<file path="src/rtl/uart_pkg.sv">
// uart_pkg: shared types and constants for the UART receiver.
//   state_e   - receiver FSM state encoding
//   OS_MID    - oversample count at which a bit is sampled (mid-bit)
//   DATA_BITS - payload bits per frame
package uart_pkg;

  typedef enum logic [2:0] {
    ST_IDLE,
    ST_START,
    ST_DATA,
    ST_STOP,
    ST_BREAK
  } state_e;

  localparam int OS_MID    = 7;
  localparam int DATA_BITS = 8;

endpackage

</file>
<file path="src/rtl/uart_rx_8n1_if.sv">
// uart_rx_8n1_if: received-byte valid/ready channel.
//   data       - received byte, LSB first on the wire
//   data_valid - data holds an unconsumed byte
//   data_ready - consumer accepts the byte
// master = receiver side, slave = consumer side.
interface uart_rx_8n1_if;

  logic [7:0] data;
  logic       data_valid;
  logic       data_ready;

  modport master (output data, output data_valid, input data_ready);
  modport slave  (input data, input data_valid, output data_ready);

endinterface

</file>
<file path="src/rtl/uart_rx_8n1_sync_2ff.sv">
// sync_2ff: two-flop synchroniser for an asynchronous single-bit input.
//   clk, rst - clock, asynchronous active-high reset
//   d_i      - asynchronous input
//   q_o      - synchronised output (second stage)
// RST_VAL sets the value both flops take in reset.
module sync_2ff #(
  parameter logic RST_VAL = 1'b1
) (
  input  logic clk,
  input  logic rst,
  input  logic d_i,
  output logic q_o
);

  logic meta_q;
  logic sync_q;

  always_ff @(posedge clk or posedge rst) begin
    if (rst) begin
      meta_q <= RST_VAL;
      sync_q <= RST_VAL;
    end else begin
      meta_q <= d_i;
      sync_q <= meta_q;
    end
  end

  assign q_o = sync_q;

endmodule

</file>
<file path="src/rtl/uart_rx_8n1.sv">
// uart_rx_8n1: 8N1 serial receiver, 16x oversampling, mid-bit sampling.
//   clk, rst   - clock, asynchronous active-high reset
//   rx         - raw serial line, idle high
//   divisor    - clocks per oversample tick (0 treated as 1)
//   bus        - received-byte valid/ready channel (master side)
//   frame_err  - one-cycle pulse: stop bit sampled low
//   overrun    - one-cycle pulse: good byte dropped, previous still pending
//   busy       - receiver is not idle
//
// state   | meaning
// IDLE    | waiting for a falling edge on rx_s
// START   | validating the start bit at mid-bit
// DATA    | sampling 8 data bits, LSB first
// STOP    | sampling the stop bit, delivering or flagging the byte
// BREAK   | line held low after a framing error, wait for idle
module uart_rx_8n1
  import uart_pkg::*;
#(
  parameter int OVERSAMPLE = 16,
  parameter int DIV_W      = 12
) (
  input  logic             clk,
  input  logic             rst,
  input  logic             rx,
  input  logic [DIV_W-1:0] divisor,
  uart_rx_8n1_if.master    bus,
  output logic             frame_err,
  output logic             overrun,
  output logic             busy
);

  localparam int OS_W = $clog2(OVERSAMPLE);

  state_e           state_q, state_d;
  logic [DIV_W-1:0] presc_q, presc_d;
  logic [OS_W-1:0]  os_q, os_d;
  logic [2:0]       bit_q, bit_d;
  logic [7:0]       shift_q, shift_d;
  logic [7:0]       data_q, data_d;
  logic             dv_q, dv_d;
  logic             fe_q, fe_d;
  logic             ov_q, ov_d;

  logic             rx_s;
  logic [DIV_W-1:0] div_eff;
  logic             tick;
  logic             mid;

  sync_2ff #(.RST_VAL(1'b1)) u_sync (
    .clk (clk),
    .rst (rst),
    .d_i (rx),
    .q_o (rx_s)
  );

  assign div_eff = (divisor == '0) ? DIV_W'(1) : divisor;
  assign tick    = (state_q != ST_IDLE) && (presc_q == div_eff - DIV_W'(1));
  assign mid     = tick && (os_q == OS_W'(OS_MID));

  always_comb begin
    state_d = state_q;
    presc_d = presc_q;
    os_d    = os_q;
    bit_d   = bit_q;
    shift_d = shift_q;
    data_d  = data_q;
    dv_d    = dv_q;
    fe_d    = 1'b0;
    ov_d    = 1'b0;

    if (dv_q && bus.data_ready) dv_d = 1'b0;

    if (state_q != ST_IDLE) begin
      presc_d = tick ? '0 : presc_q + DIV_W'(1);
      if (tick) os_d = os_q + OS_W'(1);
    end

    unique case (state_q)
      ST_IDLE: begin
        // Prescaler and os held at 0 here, so START begins a fresh period.
        presc_d = '0;
        os_d    = '0;
        if (!rx_s) state_d = ST_START;
      end
      ST_START: begin
        if (mid) begin
          if (!rx_s) begin
            state_d = ST_DATA;
            bit_d   = '0;
          end else begin
            state_d = ST_IDLE;
          end
        end
      end
      ST_DATA: begin
        if (mid) begin
          shift_d = {rx_s, shift_q[7:1]};
          bit_d   = bit_q + 3'd1;
          if (bit_q == 3'(DATA_BITS - 1)) state_d = ST_STOP;
        end
      end
      ST_STOP: begin
        if (mid) begin
          if (rx_s) begin
            // A consume in this same cycle frees the slot: the load wins.
            if (!dv_q || bus.data_ready) begin
              data_d = shift_q;
              dv_d   = 1'b1;
            end else begin
              ov_d = 1'b1;
            end
            state_d = ST_IDLE;
          end else begin
            fe_d    = 1'b1;
            state_d = ST_BREAK;
          end
        end
      end
      ST_BREAK: begin
        if (rx_s) state_d = ST_IDLE;
      end
      default: state_d = ST_IDLE;
    endcase
  end

  always_ff @(posedge clk or posedge rst) begin
    if (rst) begin
      state_q <= ST_IDLE;
      presc_q <= '0;
      os_q    <= '0;
      bit_q   <= '0;
      shift_q <= '0;
      data_q  <= '0;
      dv_q    <= 1'b0;
      fe_q    <= 1'b0;
      ov_q    <= 1'b0;
    end else begin
      state_q <= state_d;
      presc_q <= presc_d;
      os_q    <= os_d;
      bit_q   <= bit_d;
      shift_q <= shift_d;
      data_q  <= data_d;
      dv_q    <= dv_d;
      fe_q    <= fe_d;
      ov_q    <= ov_d;
    end
  end

  assign bus.data       = data_q;
  assign bus.data_valid = dv_q;
  assign frame_err      = fe_q;
  assign overrun        = ov_q;
  assign busy           = (state_q != ST_IDLE);

endmodule
</file>
<file path="src/flat_wrapper.sv">
// flat-port wrapper written by rule: the top's interface ports become plain ports
module uart_rx_8n1_flat import uart_pkg::*;
#(
  parameter int OVERSAMPLE = 16,
  parameter int DIV_W      = 12
)
  (clk, rst, rx, divisor, frame_err, overrun, busy, bus_data, bus_data_valid, bus_data_ready);
  uart_rx_8n1_if bus_i ();
  input  logic clk;
  input  logic rst;
  input  logic rx;
  input  logic [DIV_W-1:0] divisor;
  output logic frame_err;
  output logic overrun;
  output logic busy;
  output wire logic [$bits(bus_i.data)-1:0] bus_data;
  output wire logic [$bits(bus_i.data_valid)-1:0] bus_data_valid;
  input wire logic [$bits(bus_i.data_ready)-1:0] bus_data_ready;
  assign bus_data = bus_i.data;
  assign bus_data_valid = bus_i.data_valid;
  assign bus_i.data_ready = bus_data_ready;
  uart_rx_8n1 #(.OVERSAMPLE(OVERSAMPLE), .DIV_W(DIV_W)) u_core (.clk(clk), .rst(rst), .rx(rx), .divisor(divisor), .bus(bus_i), .frame_err(frame_err), .overrun(overrun), .busy(busy));
endmodule
</file>
<file path="config.mk">
export PLATFORM = sky130hd
export DESIGN_NAME = uart_rx_8n1_flat
export DESIGN_NICKNAME = d
export VERILOG_FILES = /design/src/rtl/uart_pkg.sv /design/src/rtl/uart_rx_8n1_if.sv /design/src/rtl/uart_rx_8n1_sync_2ff.sv /design/src/rtl/uart_rx_8n1.sv /design/src/flat_wrapper.sv
export SDC_FILE = /design/constraint.sdc
export NUM_CORES = 1
export LEC_CHECK = 0
export ABC_CLOCK_PERIOD_IN_PS = 4500
export BUFFER_PORTS_ARGS = -buffer_cell sky130_fd_sc_hd__buf_2
export CORE_MARGIN = 10
export CORE_UTILIZATION = 35
export DETAILED_ROUTE_END_ITERATION = 12
export PLACE_DENSITY = 0.52
export SYNTH_ARGS = -nofsm -noshare
export SYNTH_HDL_FRONTEND = slang
export SYNTH_SLANG_ARGS = --single-unit
</file>
<file path="constraint.sdc">
create_clock -name clk -period 4.5 [get_ports clk]
set_clock_uncertainty 0.1 [all_clocks]
set_input_delay 0.45 -clock clk [delete_from_list [all_inputs] [get_ports clk]]
set_output_delay 0.45 -clock clk [all_outputs]
set_load 0.1 [all_outputs]
</file>
### Yosys cells after proc, flatten, opt, wreduce, memory -nomap -nowiden

Index checks and enable logic that the tools add are counted.

| storage, ports and cells | value |
|---|---|
| logic and storage cells | 77 |
| output and inout port bits | 12 |
| bits of input ports | 16 |
| bits in registers | 43 |

| operators by class | value |
|---|---|
| equality and inequality tests | 14 |
| reduce and logical (&&, ||, !) cells | 16 |
| add/subtract/negate cells | 4 |
| mux-type cells | 32 |

Operators with widths:

| operator | count |
|---|---|
| 2-to-1 mux 12 bit | 4 |
| 2-to-1 mux 3 bit | 10 |
| one-hot mux 3 bit (5 select lines) | 1 |
| adder 12 x 1 -> 12 bit (second input constant) | 1 |
| == test 12 bit | 1 |
| logical NOT 12 bit | 1 |
| 2-to-1 mux 1 bit | 12 |
| 2-to-1 mux 4 bit | 3 |
| subtractor 12 x 1 -> 12 bit (second input constant) | 1 |
| != test 2 x 1 -> 1 bit (second input constant) | 4 |
| AND reduction 4 bit | 2 |
| == test 3 x 2 -> 1 bit (second input constant) | 2 |
| == test 3 bit (second input constant) | 2 |
| != test 2 bit (second input constant) | 3 |
| one-hot mux 3 bit (2 select lines) | 1 |
| AND reduction 6 bit | 1 |
| nonzero test 2 bit | 3 |
| adder 4 x 1 -> 4 bit (second input constant) | 1 |
| == test 4 x 3 -> 1 bit (second input constant) | 1 |
| AND reduction 2 bit | 2 |
| adder 3 x 1 -> 3 bit (second input constant) | 1 |
| == test 3 x 1 -> 1 bit (second input constant) | 1 |
| logical AND 1 bit | 3 |
| logical NOT 3 bit | 1 |
| other kinds (4) | 4 |

### Longest topological paths before layout

Gate-level depths: netlist of the first run.

| logic depth | value |
|---|---|
| word-level depth | 8 |
| depth in mapped cells | 14 |
| mapped depth without buffers | 11 |

### Hierarchy

From an unflattened synthesis of the first run, not the netlist that was laid out.

| second synthesis, totals | value |
|---|---|
| cells, all modules | 219 |
| area, all modules | 2388.5 um^2 |

Modules (own cells, without submodules):

| module | cells each | area an instance (um^2) | seq. area each (um^2) | times used |
|---|---|---|---|---|
| uart_rx_8n1 | 216 | 2332.2 | 1026.0 | 1 |
| sync_2ff | 3 | 56.3 | 52.6 | 1 |

### Worst setup path before layout of the first run

OpenSTA, ideal clock, no wires.

| timing path | value |
|---|---|
| path type | input port to flip-flop |
| start point | input divisor[5] |
| end point | register u_core.shift_q[0] |
| arrival | 3.207 ns |
| cell stages on the path | 13 |
| setup time | 0.125 ns |
| data required time | 4.275 ns |
| setup slack | 1.068 ns |
| buffers on the path | 2 |
| cells stage by stage | buf_6 or4_4 nor2_1 a31oi_1 ha_1 xnor2_1 a21oi_1 nand3_1 a211o_1 nor3b_4 nand4b_4 buf_6 mux2_4 |

| on the way | value |
|---|---|
| longest elaborated chain between the ends | 7 |

Ends and longest elaborated chain:

| item | line | RTL |
|---|---|---|
| start: declaration | flat_wrapper.sv:12 | `input logic [DIV_W-1:0] divisor;` |
| logical NOT 12 bit | uart_rx_8n1.sv:56 | `assign div_eff = (divisor == '0) ? DIV_W'(1) : divisor;` |
| 2-to-1 mux 12 bit (*) | uart_rx_8n1.sv:56 |  |
| subtractor 12 x 1 -> 12 bit (*) | uart_rx_8n1.sv:57 | `assign tick = (state_q != ST_IDLE) && (presc_q == div_eff - DIV_W'(1));` |
| == test 12 bit (*) | uart_rx_8n1.sv:57 |  |
| logical AND 1 bit (*) | uart_rx_8n1.sv:57 |  |
| logical AND 1 bit (*) | uart_rx_8n1.sv:58 | `assign mid = tick && (os_q == OS_W'(OS_MID));` |
| AND reduction 2 bit (no source line) (*) | - |  |
| end signal: assignment | uart_rx_8n1.sv:142 | `shift_q <= shift_d;` |
| end: declaration | uart_rx_8n1.sv:38 | `logic [7:0] shift_q, shift_d;` |

Every way passes the cells marked *; elsewhere a longest branch is shown, timed or not.
A chain may end at the register's enable or synchronous reset.

### Worst setup path in the final report of the first run

| timing path | value |
|---|---|
| start point | input divisor[5] |
| end point | register u_core.shift_q[6] |

Same word-level chain as after synthesis.

==> results of run 1 <==
cell usage after synthesis, types with 2 or more instances:
cell and instances:
nor4_1 2, inv_1 8, a31o_2 3, nand2_1 11
nor2_1 28, buf_4 2, nor2b_1 3, mux2_2 11
nor3b_1 2, o2bb2ai_1 2, dfstp_2 2, nor3_1 4
ha_1 5, dfrtp_1 41, and3_1 7, a21bo_2 2
xor2_1 13, a21oi_1 5, nand2b_1 2, mux2_4 7
xnor2_1 9, o31ai_1 3, or4_4 2, nand4_1 5
mux2i_1 6, nand3_1 10, clkbuf_1 2, buf_6 2
a31oi_1 3
per-stage QoR:
step / power (mW) / hold slack (ps) / cell area (sq um) / setup WS [ps] / std cells
finish: 0.887 / 150 / 2750 / 1010 / 351
global route: 0.956 / 128 / 2750 / 800 / 351
CTS: 0.902 / 138 / 2750 / 991 / 351
detailed placement: 0.644 / 247 / 2660 / 705 / 343
global placement: 0.642 / 246 / 2660 / 766 / 343
floorplan: 0.597 / 245 / 2450 / 1070 / 226
worst max path at each step:
| stage | to | depth (start not counted) |
|---|---|---|
| floorplan | u_core.shift_q[0] | 13 |
| global placement | u_core.shift_q[2] | 12 |
| detailed placement | u_core.shift_q[1] | 12 |
| CTS | u_core.shift_q[0] | 12 |
| global route | u_core.shift_q[4] | 12 |
| finish | u_core.shift_q[6] | 12 |
report_power, final:
group | internal (mW) | total, mW | switching (mW)
clock | 0.108 | 0.251 | 0.143
combinational | 0.0810 | 0.169 | 0.0875
sequential | 0.419 | 0.468 | 0.0484
cell type report:
cell class	count	area [sq um]	share of cell area [%]
inverter	8	30.0	1.09
clock buffer	5	68.8	2.50
clock inverter	3	20.0	0.729
tap	96	120	4.37
multi-input combinational	168	1290	46.9
sequential	43	1080	39.3
timing repair buffer	28	143	5.19
layer usage:
layer  vias to the layer above  wire [microns]
li1                        858               -
met2                        40            2340
met1                       829            2620
met5                         -               0
met3                         6             198
met4                         0              50
registers in the layout, indices dropped and copies added, names as in the netlist:
name and count:
u_core.bit_q 3, u_core.bus.data 8, u_core.bus.data_valid 1, u_core.frame_err 1
u_core.os_q 4, u_core.overrun 1, u_core.presc_q 12, u_core.shift_q 8
u_core.state_q 3, u_core.u_sync.meta_q 1, u_core.u_sync.q_o 1
cells by family after synthesis:
group / after synthesis / share of synthesized area [%]
simple gates: 90 / 21.5
flops: 43 / 44.1
compound gates: 27 / 8.85
mux: 24 / 11.8
xor+xnor: 22 / 7.88
buf+inv: 15 / 3.27
fa+ha+maj: 5 / 2.56
critical path: cells and delay by family:
kind	cells	cell delay, ps
and+or+nand+nor	5	1670
muxes	3	670
AOI/OAI and AO/OA	2	360
adders and majority gates	1	260
buffers and inverters	1	150
==> results.txt, run 1 <==
leak pwr = 1.37 nW
CTS tree = yes
DRC viols = 0
Critical Path Slowest Stage Cell = or4_4
htree depth = 2
# nets final = 275
I/O Buffers = 27
CTS Hold Bufs = 0
Final Slew Violations = 0
setup violators final = 0
initial drt markers = 75
HP Class = in2reg
hold path start = rx
DRT Pass-1 Iters = 4
Worst Hold End = u_core.u_sync.meta_q
Synth Net Count = 247
r2r endpoint = u_core.shift_q[6]
clk sinks = 43
GRT Total Usage = 10.1%
Least-Margin Pin Slew = 738 ps
first-pass GRT wire length = 9270 microns
Via density = 4.94
Syn Area/Cell = 10.8 sq um
Final ANT Viol Nets = 0
Worst R2R Setup Slack = 2020 ps
commonest non-fill, non-tap cell in the layout = dfrtp_1
CP max FO = 11
Synthesis Warnings = 0
grt ovf = 0
Initial Util = 36.0%
Critical Path Start Type = primary input
post-CTS setup buffers = 0
crit-path max cell delay = 550 ps
R2R Path Start = u_core.presc_q[3]
total CTS buffers = 5
largest cells by area after synthesis = dfrtp_1 42%, mux2_2 5.1%, xor2_1 4.7%
fillers = 691
worst-path cell chain = buf_2 > or4_4 > nor2_1 > a31oi_1 > ha_1 > nor3b_1 > mux2_2 > mux2i_1 > o21ai_0 > nor3b_4 > nand4b_4 > mux2_4
Core Box Area = 0.00679 sq mm
initial antenna violation count = 0
worst hold path depth = 1
Mapped Area = 0.00245 sq mm
worst vdd ir = 0.135 mV
post-CTS sizing = 0
die height = 104 microns
Die ar. = 0.0107 sq mm
total number of vias = 1733
root buffer cell = clkbuf_8
Area growth, synth to finish = 12.3%
EDFF count, synth = 0
pwr/cell area = 323 mW/mm^2
Tmin final = 3490 ps
Post-DP HPWL = 3750 microns
CTS max path bufs = 2
setup TNS = 0 ps
worst reg2reg path depth = 7
Max-Cap Viols = 0
worst setup path start = divisor[5]
Horiz. Die Dim = 104 microns
WL/cell = 14.8 microns
asr flop ratio synth = 100%
Syn Inst Count = 226
Setup crit end kind = flop
Yosys top cell area share = 41.9%
num rows = 30
Synth Register Bits = 43
gr busiest metal = met2
final hold violation count = 0
status = completed
Rel. slew slack = 50.4%
unrepaired setup endpoints after global routing = false
met1 global-route usage = 14.0%
sequential share of the synthesized area = 44.1%
met2 GRT Util = 15.1%
layout cells sized above 1 = 28.2%
global routing usage on met3 = 2.73%
Arr. time, crit path = 3570 ps
diodes inserted = 0
CTS clock-pin slew for the worst setup and hold paths = 80 ps
Distinct cells, synth = 53
routability-driven placement congestion ratio = 0.772
Worst EP required = 4580 ps
Core Util, Final = 40.4%
vias in the first global route = 1820
most area-hungry cell type in the Yosys netlist = dfrtp_1
fmax = 287 MHz
drt total wl = 5210 microns
Ports = 28
Clock Latency Late Sink = 300 ps
largest net degree at the start of global routing = 44
period utilization = 77.5%
critical path class = in2reg
Primary FF master, synth = dfrtp_1
most frequent cells in the layout = 41 x dfrtp_1, 28 x nor2_1, 27 x buf_2, 13 x xor2_1
No activity file was read; power rests on OpenSTA's default activity.
==> run 2, diff against run 1 <==
ABC_CLOCK_PERIOD_IN_PS = 2900   (was 4500)
PLACE_DENSITY = 0.54   (was 0.52)
clock period = 2.9 ns   (was 4.5 ns; I/O delays follow)
==> run 2 against run 1 <==
Sequential share of layout area decreased by 4.8 points. Power increased by 60%. Clock-buffer cell count unchanged. Register-to-register slack got worse by 1400 ps. Setup slack got worse by 1000 ps. Clock power increased by 58%. Sequential power increased by 55%. Global-route usage decreased by 0.11 points. Combinational power increased by 76%. Critical path depth increased by 1. Via count increased by 8.5%.
==> results.txt, run 2 (synthesis results as in run 1) <==
status = completed
Horiz. Die Dim = 104 microns (unchanged)
fmax = 346 MHz
worst reg2reg path depth = 6 (-1)
# nets final = 313 (+14%)
DRT Pass-1 Iters = 5 (+1)
Final Slew Violations = 0 (unchanged)
Core Util, Final = 46.1% (+5.7 points)
total number of vias = 1881 (+8.5%)
Power Total = 1.42 mW (+60%)
period utilization = 99.7%
Reg with most FFs = u_core.presc_q
worst vdd ir = 0.281 mV (+110%)
Placed Area = 0.00293 sq mm (+10%)
Tmin final = 2890 ps
diodes inserted = 0 (unchanged)
pwr/cell area = 453 mW/mm^2 (+40%)
r2r endpoint = u_core.bus.data[3]
setup violators final = 0 (unchanged)
htree depth = 2 (unchanged)
total CTS buffers = 5 (unchanged)
post-layout instance area = 0.00313 sq mm (+14%)
grt ovf = 0 (unchanged)
HP Class = reg2reg
I/O Buffers = 27 (unchanged)
Initial Util = 36.0% (unchanged)
cell total after placement = 375 (+9.3%)
Critical Path Start Type = primary input
unrepaired setup endpoints after global routing = true
CTS max path bufs = 2 (unchanged)
initial antenna violation count = 0 (unchanged)
Max-Cap Viols = 0 (unchanged)
Post-Layout Cell Count = 389 (+11%)
WL/cell = 13.7 microns (-7.4%)
Clock Latency Late Sink = 300 ps (about the same)
vias in the first global route = 1853 (+1.8%)
fillers = 654 (-5.4%)
Arr. time, crit path = 2980 ps (-590 ps)
root buffer cell = clkbuf_8
worst setup path start = divisor[6]
CTS clock-pin slew for the worst setup and hold paths = 90 ps (about the same)
final hold violation count = 0 (unchanged)
routability-driven placement congestion ratio = 0.805 (+4.3%)
GRT Total Usage = 10.0% (-0.11 points)
Worst R2R Setup Slack = 580 ps (-1440 ps)
first-pass GRT wire length = 9190 microns (-0.82%)
crit path capture = u_core.bus.data[3]
layout cells sized above 1 = 38.2% (+10 points)
Rel. slew slack = 39.4% (-11 points)
most frequent cells in the layout = 41 x dfrtp_1, 35 x buf_4, 27 x nor2_1, 25 x buf_2, 13 x xor2_1
setup TNS = 0 ps (unchanged)
CTS tree = yes
DRC viols = 0 (unchanged)
Area growth, synth to finish = 28.1%
clk sinks = 43 (unchanged)
R2R Path Start = u_core.os_q[1]
commonest non-fill, non-tap cell in the layout = dfrtp_1
drt total wl = 5350 microns (+2.6%)
Setup crit end kind = flop
initial drt markers = 57 (-24%)
Post-DP HPWL = 4020 microns (+7.1%)
Final ANT Viol Nets = 0 (unchanged)
Ports = 28 (unchanged)
Worst EP required = 2990 ps (-1590 ps)
CP max FO = 8 (-3)
Least-Margin Pin Slew = 904 ps (+166 ps)
die height = 104 microns (unchanged)
leak pwr = 1.61 nW (+17%)
Core Box Area = 0.00679 sq mm (unchanged)
critical path class = in2reg
Die ar. = 0.0107 sq mm (unchanged)
num rows = 30 (unchanged)
max FFs per register = 12 (unchanged)
largest net degree at the start of global routing = 27 (-39%)
Via density = 4.84 (-2.1%)
[run 2: cell types whose count changed in the layout (fill, tap and decap cells not counted), sizes merged]
cell and delta:
buf +35, clkinv -1, dlygate4sd3 +2, inv +1, nand4b +1
[run 2: worst min-delay path by stage]
stage                                    start                    to  slack, ps  cells past startpoint
after floorplan                             rx  u_core.u_sync.meta_q        190                      0
after global placement    u_core.u_sync.meta_q     u_core.u_sync.q_o        250                      0
after detailed placement  u_core.u_sync.meta_q     u_core.u_sync.q_o        250                      0
after CTS                 u_core.u_sync.meta_q     u_core.u_sync.q_o        260                      0
after global routing      u_core.u_sync.meta_q     u_core.u_sync.q_o        260                      0
final                     u_core.u_sync.meta_q     u_core.u_sync.q_o        260                      0
[run 2: worst max-delay path, stage by stage]
cell and delay [ps]:
buf_6 90, or4_4 550, nor2_4 130, a31oi_4 110, ha_4 200, xor2_1 150
xnor2_1 130, nand3_1 90, a211o_1 290, nor3b_4 270, buf_4 160, nand4_4 160
mux2_4 360
[run 2: final cells by class]
cell class / count / area, sq um / area share [%]
clock buffers: 5 / 68.8 / 2.20
multi-input cells: 169 / 1360 / 43.5
inverters: 8 / 30.0 / 0.958
clock inverters: 3 / 23.8 / 0.758
flip-flops and latches: 43 / 1080 / 34.4
well taps: 96 / 120 / 3.83
repair buffers: 65 / 450 / 14.4
[run 2: where the power goes]
part	switching, mW	internal (mW)
sequential	0.0749	0.651
combinational	0.143	0.155
clock	0.224	0.172
[run 2: what timing repair did]
item	in CTS	in global routing
buffers inserted	2	2
hold buffers	2	0
endpoints found under the setup margin	18	33
cloned	0	1
pin swaps	1	3
gates resized for setup	7	3
endpoints found under the hold margin	24	0
[run 2: metrics by stage]
| stage | hold slack, ps | worst slack, ps |
|---|---|---|
| CTS | 261 | -17.7 |
| global route | 263 | -123 |
| detailed placement | 249 | -402 |
| finish | 259 | 9.88 |
| global placement | 247 | -333 |
| floorplan | 194 | -174 |
[run 2: metal layers]
layer	share of wire [%]	track usage, %	vias to the layer above	routed length [microns]
met5	0	0	-	0
met4	0.86	2.62	0	46
met3	3.5	2.97	6	189
met2	47	15.4	30	2490
met1	49	13.4	902	2620
li1	-	-	943	-
==> run 3, diff against run 2 <==
PLACE_DENSITY = not set   (was 0.54)
SYNTH_HIERARCHICAL = 1   (was not set)
==> run 3 against run 2 <==
Combinational power rose by 42%. Critical path depth unchanged. Global-route usage grew 0.62 points. Largest power group unchanged. Highest routed layer unchanged. Worst hold slack worse by 52 ps. Critical path type unchanged. Critical endpoint is now u_core/bit_q[2]. Via count rose by 1.6%. The run now ends with setup timing left. Area after synthesis fell by 2.4%. First-iteration DRC count fell by 3.5%. Synthesized cell count fell by 3.1%. Final cell count is 2.6% lower. Sequential power fell by 0.7%. Sequential cell count is the same. Die area shrank 1.9%.
==> results.txt, run 3 <==
status = complete, but fails checks
failing checks = setup timing
CP max FO = 9 (+1)
WL/cell = 14.1 microns (+2.5%)
num rows = 30 (unchanged)
leak pwr = 1.55 nW (-3.3%)
grt ovf = 0 (unchanged)
crit-path leading delay family = simple AND/OR/NAND/NOR gates
asr flop ratio synth = 100% (unchanged)
period utilization = 100% (+0.71 points)
CTS clock-pin slew for the worst setup and hold paths = 80 ps (about the same)
cell total after placement = 355 (-5.3%)
unrepaired setup endpoints after global routing = true
Least-Margin Pin Slew = 682 ps (-222 ps)
total number of vias = 1912 (+1.6%)
Distinct cells, synth = 45 (-15%)
WP buf/inv = 2 (unchanged)
GRT Total Usage = 10.7% (+0.62 points)
initial drt markers = 55 (-3.5%)
fmax = 344 MHz (-0.71%)
# nets final = 319 (+1.9%)
Tmin final = 2910 ps (+20.7 ps)
clk sinks = 43 (unchanged)
routability-driven placement congestion ratio = 0.801 (-0.52%)
first-pass GRT wire length = 9110 microns (-0.83%)
final hold violation count = 0 (unchanged)
Die ar. = 0.0105 sq mm (-1.9%)
crit-path most repeated cell = nor4_4
total CTS buffers = 5 (unchanged)
Syn Inst Count = 219 (-3.1%)
Critical Path Start Type = primary input
Rel. slew slack = 54.2% (+15 points)
Area growth, synth to finish = 36.1%
EDFF count, synth = 0 (unchanged)
critical path class = in2reg
commonest non-fill, non-tap cell in the layout = buf_4
max FFs per register = 12 (unchanged)
worst-path cell chain = buf_8 > nor4_4 > and3_4 > nor2_2 > ha_4 > nor3b_4 > xnor2_1 > o311ai_2 > nor4_4 > o2111ai_4 > buf_4 > a2111oi_4 > mux2_2
Horiz. Die Dim = 103 microns (-0.96%)
die height = 103 microns (-0.96%)
Worst EP required = 2980 ps (about the same)
Reg with most FFs = u_core/presc_q
Synth Net Count = 240 (-2.8%)
crit-path max cell delay = 380 ps (-170 ps)
htree depth = 2 (unchanged)
root buffer cell = clkbuf_8
Final Worst Setup Slack = -10.8 ps (-20.7 ps)
initial antenna violation count = 0 (unchanged)
Syn Area/Cell = 10.9 sq um (+0.77%)
largest cells by area after synthesis = dfrtp_1 43%, mux2_2 9.0%, xor2_1 5.1%
CTS tree = yes
sequential share of the synthesized area = 45.2% (+1.1 points)
Synthesis Warnings = 6 (+6)
HP Class = in2reg
Clock Latency Late Sink = 300 ps (about the same)
I/O Buffers = 27 (unchanged)
pwr/cell area = 470 mW/mm^2 (+3.8%)
Setup WS pre-CTS = -468 ps (-65.7 ps)
Final Slew Violations = 0 (unchanged)
largest net degree at the start of global routing = 42 (+56%)
diodes inserted = 0 (unchanged)
DRC viols = 0 (unchanged)
Primary FF master, synth = dfrtp_1
CTS max path bufs = 2 (unchanged)
Hold WS = 206 ps (-52.3 ps)
Final ANT Viol Nets = 0 (unchanged)
most common cell in the netlist = dfrtp_1
setup violators final = 1 (+1)
most area-hungry cell type in the Yosys netlist = dfrtp_1
most frequent cells in the layout = 46 x buf_4, 41 x dfrtp_1, 23 x buf_2, 18 x nor2_1, 14 x nand2_1
Yosys top cell area share = 43.0% (+1.0 points)
Ports = 28 (unchanged)
Critical Path Slowest Stage Cell = mux2_2
Mapped Area = 0.00239 sq mm (-2.4%)
drt total wl = 5340 microns (-0.13%)
Post-Layout Cell Count = 379 (-2.6%)
synth cell count leaders = 41 x dfrtp_1, 19 x mux2_2, 19 x nor2_1
vias in the first global route = 1977 (+6.7%)
worst vdd ir = 0.359 mV (+28%)
DRT Pass-1 Iters = 4 (-1)
layout cells sized above 1 = 42.8% (+4.6 points)
Core Box Area = 0.00672 sq mm (-1.1%)
Setup crit end kind = flop
Post-DP HPWL = 3900 microns (-3.0%)
Arr. time, crit path = 2990 ps (about the same)
Max-Cap Viols = 0 (unchanged)
Initial Util = 35.5% (-0.45 points)
Synth Register Bits = 43 (unchanged)
Via density = 5.04 (+4.3%)
## run 3: cell count changes in the layout (fill, tap and decap cells not counted), sizes merged, moves of 3 or more
| cell | previous run | this run |
|---|---|---|
| o2111ai | 0 | 3 |
| xnor2 | 9 | 12 |
| nand3 | 10 | 7 |
| and3 | 7 | 10 |
| nor2 | 28 | 19 |
| buf | 63 | 75 |
| a31o | 3 | 0 |
| nand2 | 11 | 14 |
| o21ai | 1 | 4 |
| nor4 | 3 | 8 |
| nand4 | 6 | 2 |
| mux2i | 6 | 1 |
## run 3: cell families (layout without fill, tap and decap cells)
kind of cell / Yosys count / in the layout / share of synthesized area, %
AND/OR/NAND/NOR: 82 / 82 / 21.0
XOR/XNOR: 26 / 26 / 9.53
multiplexers: 20 / 20 / 9.38
AO/OA/AOI/OAI: 28 / 28 / 9.43
adder cells (fa/ha/maj): 5 / 5 / 2.62
buffers and inverters: 15 / 95 / 2.88
flip-flops: 43 / 43 / 45.2
## run 3: final cells by class
class                   count  area (sq um)
fillers                   617          3470
multi-input cells         161          1390
flip-flops and latches     43          1080
repair buffers             77           552
well taps                  80           100
clock buffers               5          68.8
inverters                  10          37.5
clock inverters             3          25.0
## run 3: repair_timing
| action | CTS | global route |
|---|---|---|
| gates cloned | 0 | 0 |
| gates resized for setup | 20 | 14 |
| endpoints found under the hold margin | 3 | 0 |
| pin swaps | 10 | 13 |
| setup endpoints to repair | 19 | 26 |
| setup buffers | 10 | 4 |
| hold buffers | 2 | 0 |
## run 3: stage by stage
step	total power [mW]	TNS, ps	instance area [sq um]	util (%)
final	1.53	-10.8	3250	48.4
after global routing	1.62	-1930	3250	48.4
after CTS	1.49	-530	3140	46.8
after detailed placement	1.04	-9540	2870	42.8
after global placement	1.03	-6980	2870	42.8
after floorplan	0.913	-1770	2410	-
## run 3: layer usage
| layer | share of wire [%] | vias to the layer above | GRT usage, % |
|---|---|---|---|
| met5 | 0 | - | 0 |
| met4 | 1.7 | 0 | 3.90 |
| met3 | 4.7 | 10 | 2.82 |
| met2 | 47 | 45 | 17.9 |
| met1 | 46 | 910 | 12.8 |
| li1 | - | 947 | - |
## run 3: path summary, 6_finish.rpt
check                                           from                    to  slack (ps)  cells past startpoint
worst min-delay path                  bus_data_ready        u_core/overrun         210                      3
min in group asynchronous                        rst  u_core/u_sync/meta_q         460                      3
worst max-delay path                      divisor[5]       u_core/bit_q[2]         -10                     13
worst max register to register     u_core/presc_q[2]       u_core/bit_q[2]         290                      8
worst min register to register  u_core/u_sync/meta_q     u_core/u_sync/q_o         260                      0
max in group asynchronous                        rst       u_core/bit_q[2]        1780                      4
## run 3: tightest hold or removal path: cells and delay by family
| family | cells | cell delay [ps] |
|---|---|---|
| and+or+nand+nor | 2 | 200 |
| buffers and inverters | 1 | 70 |
## run 3: power by group
part | switching [mW] | leakage (nW) | internal, mW
combinational | 0.190 | 0.932 | 0.234
clock | 0.214 | 0.0443 | 0.172
sequential | 0.0706 | 0.575 | 0.649
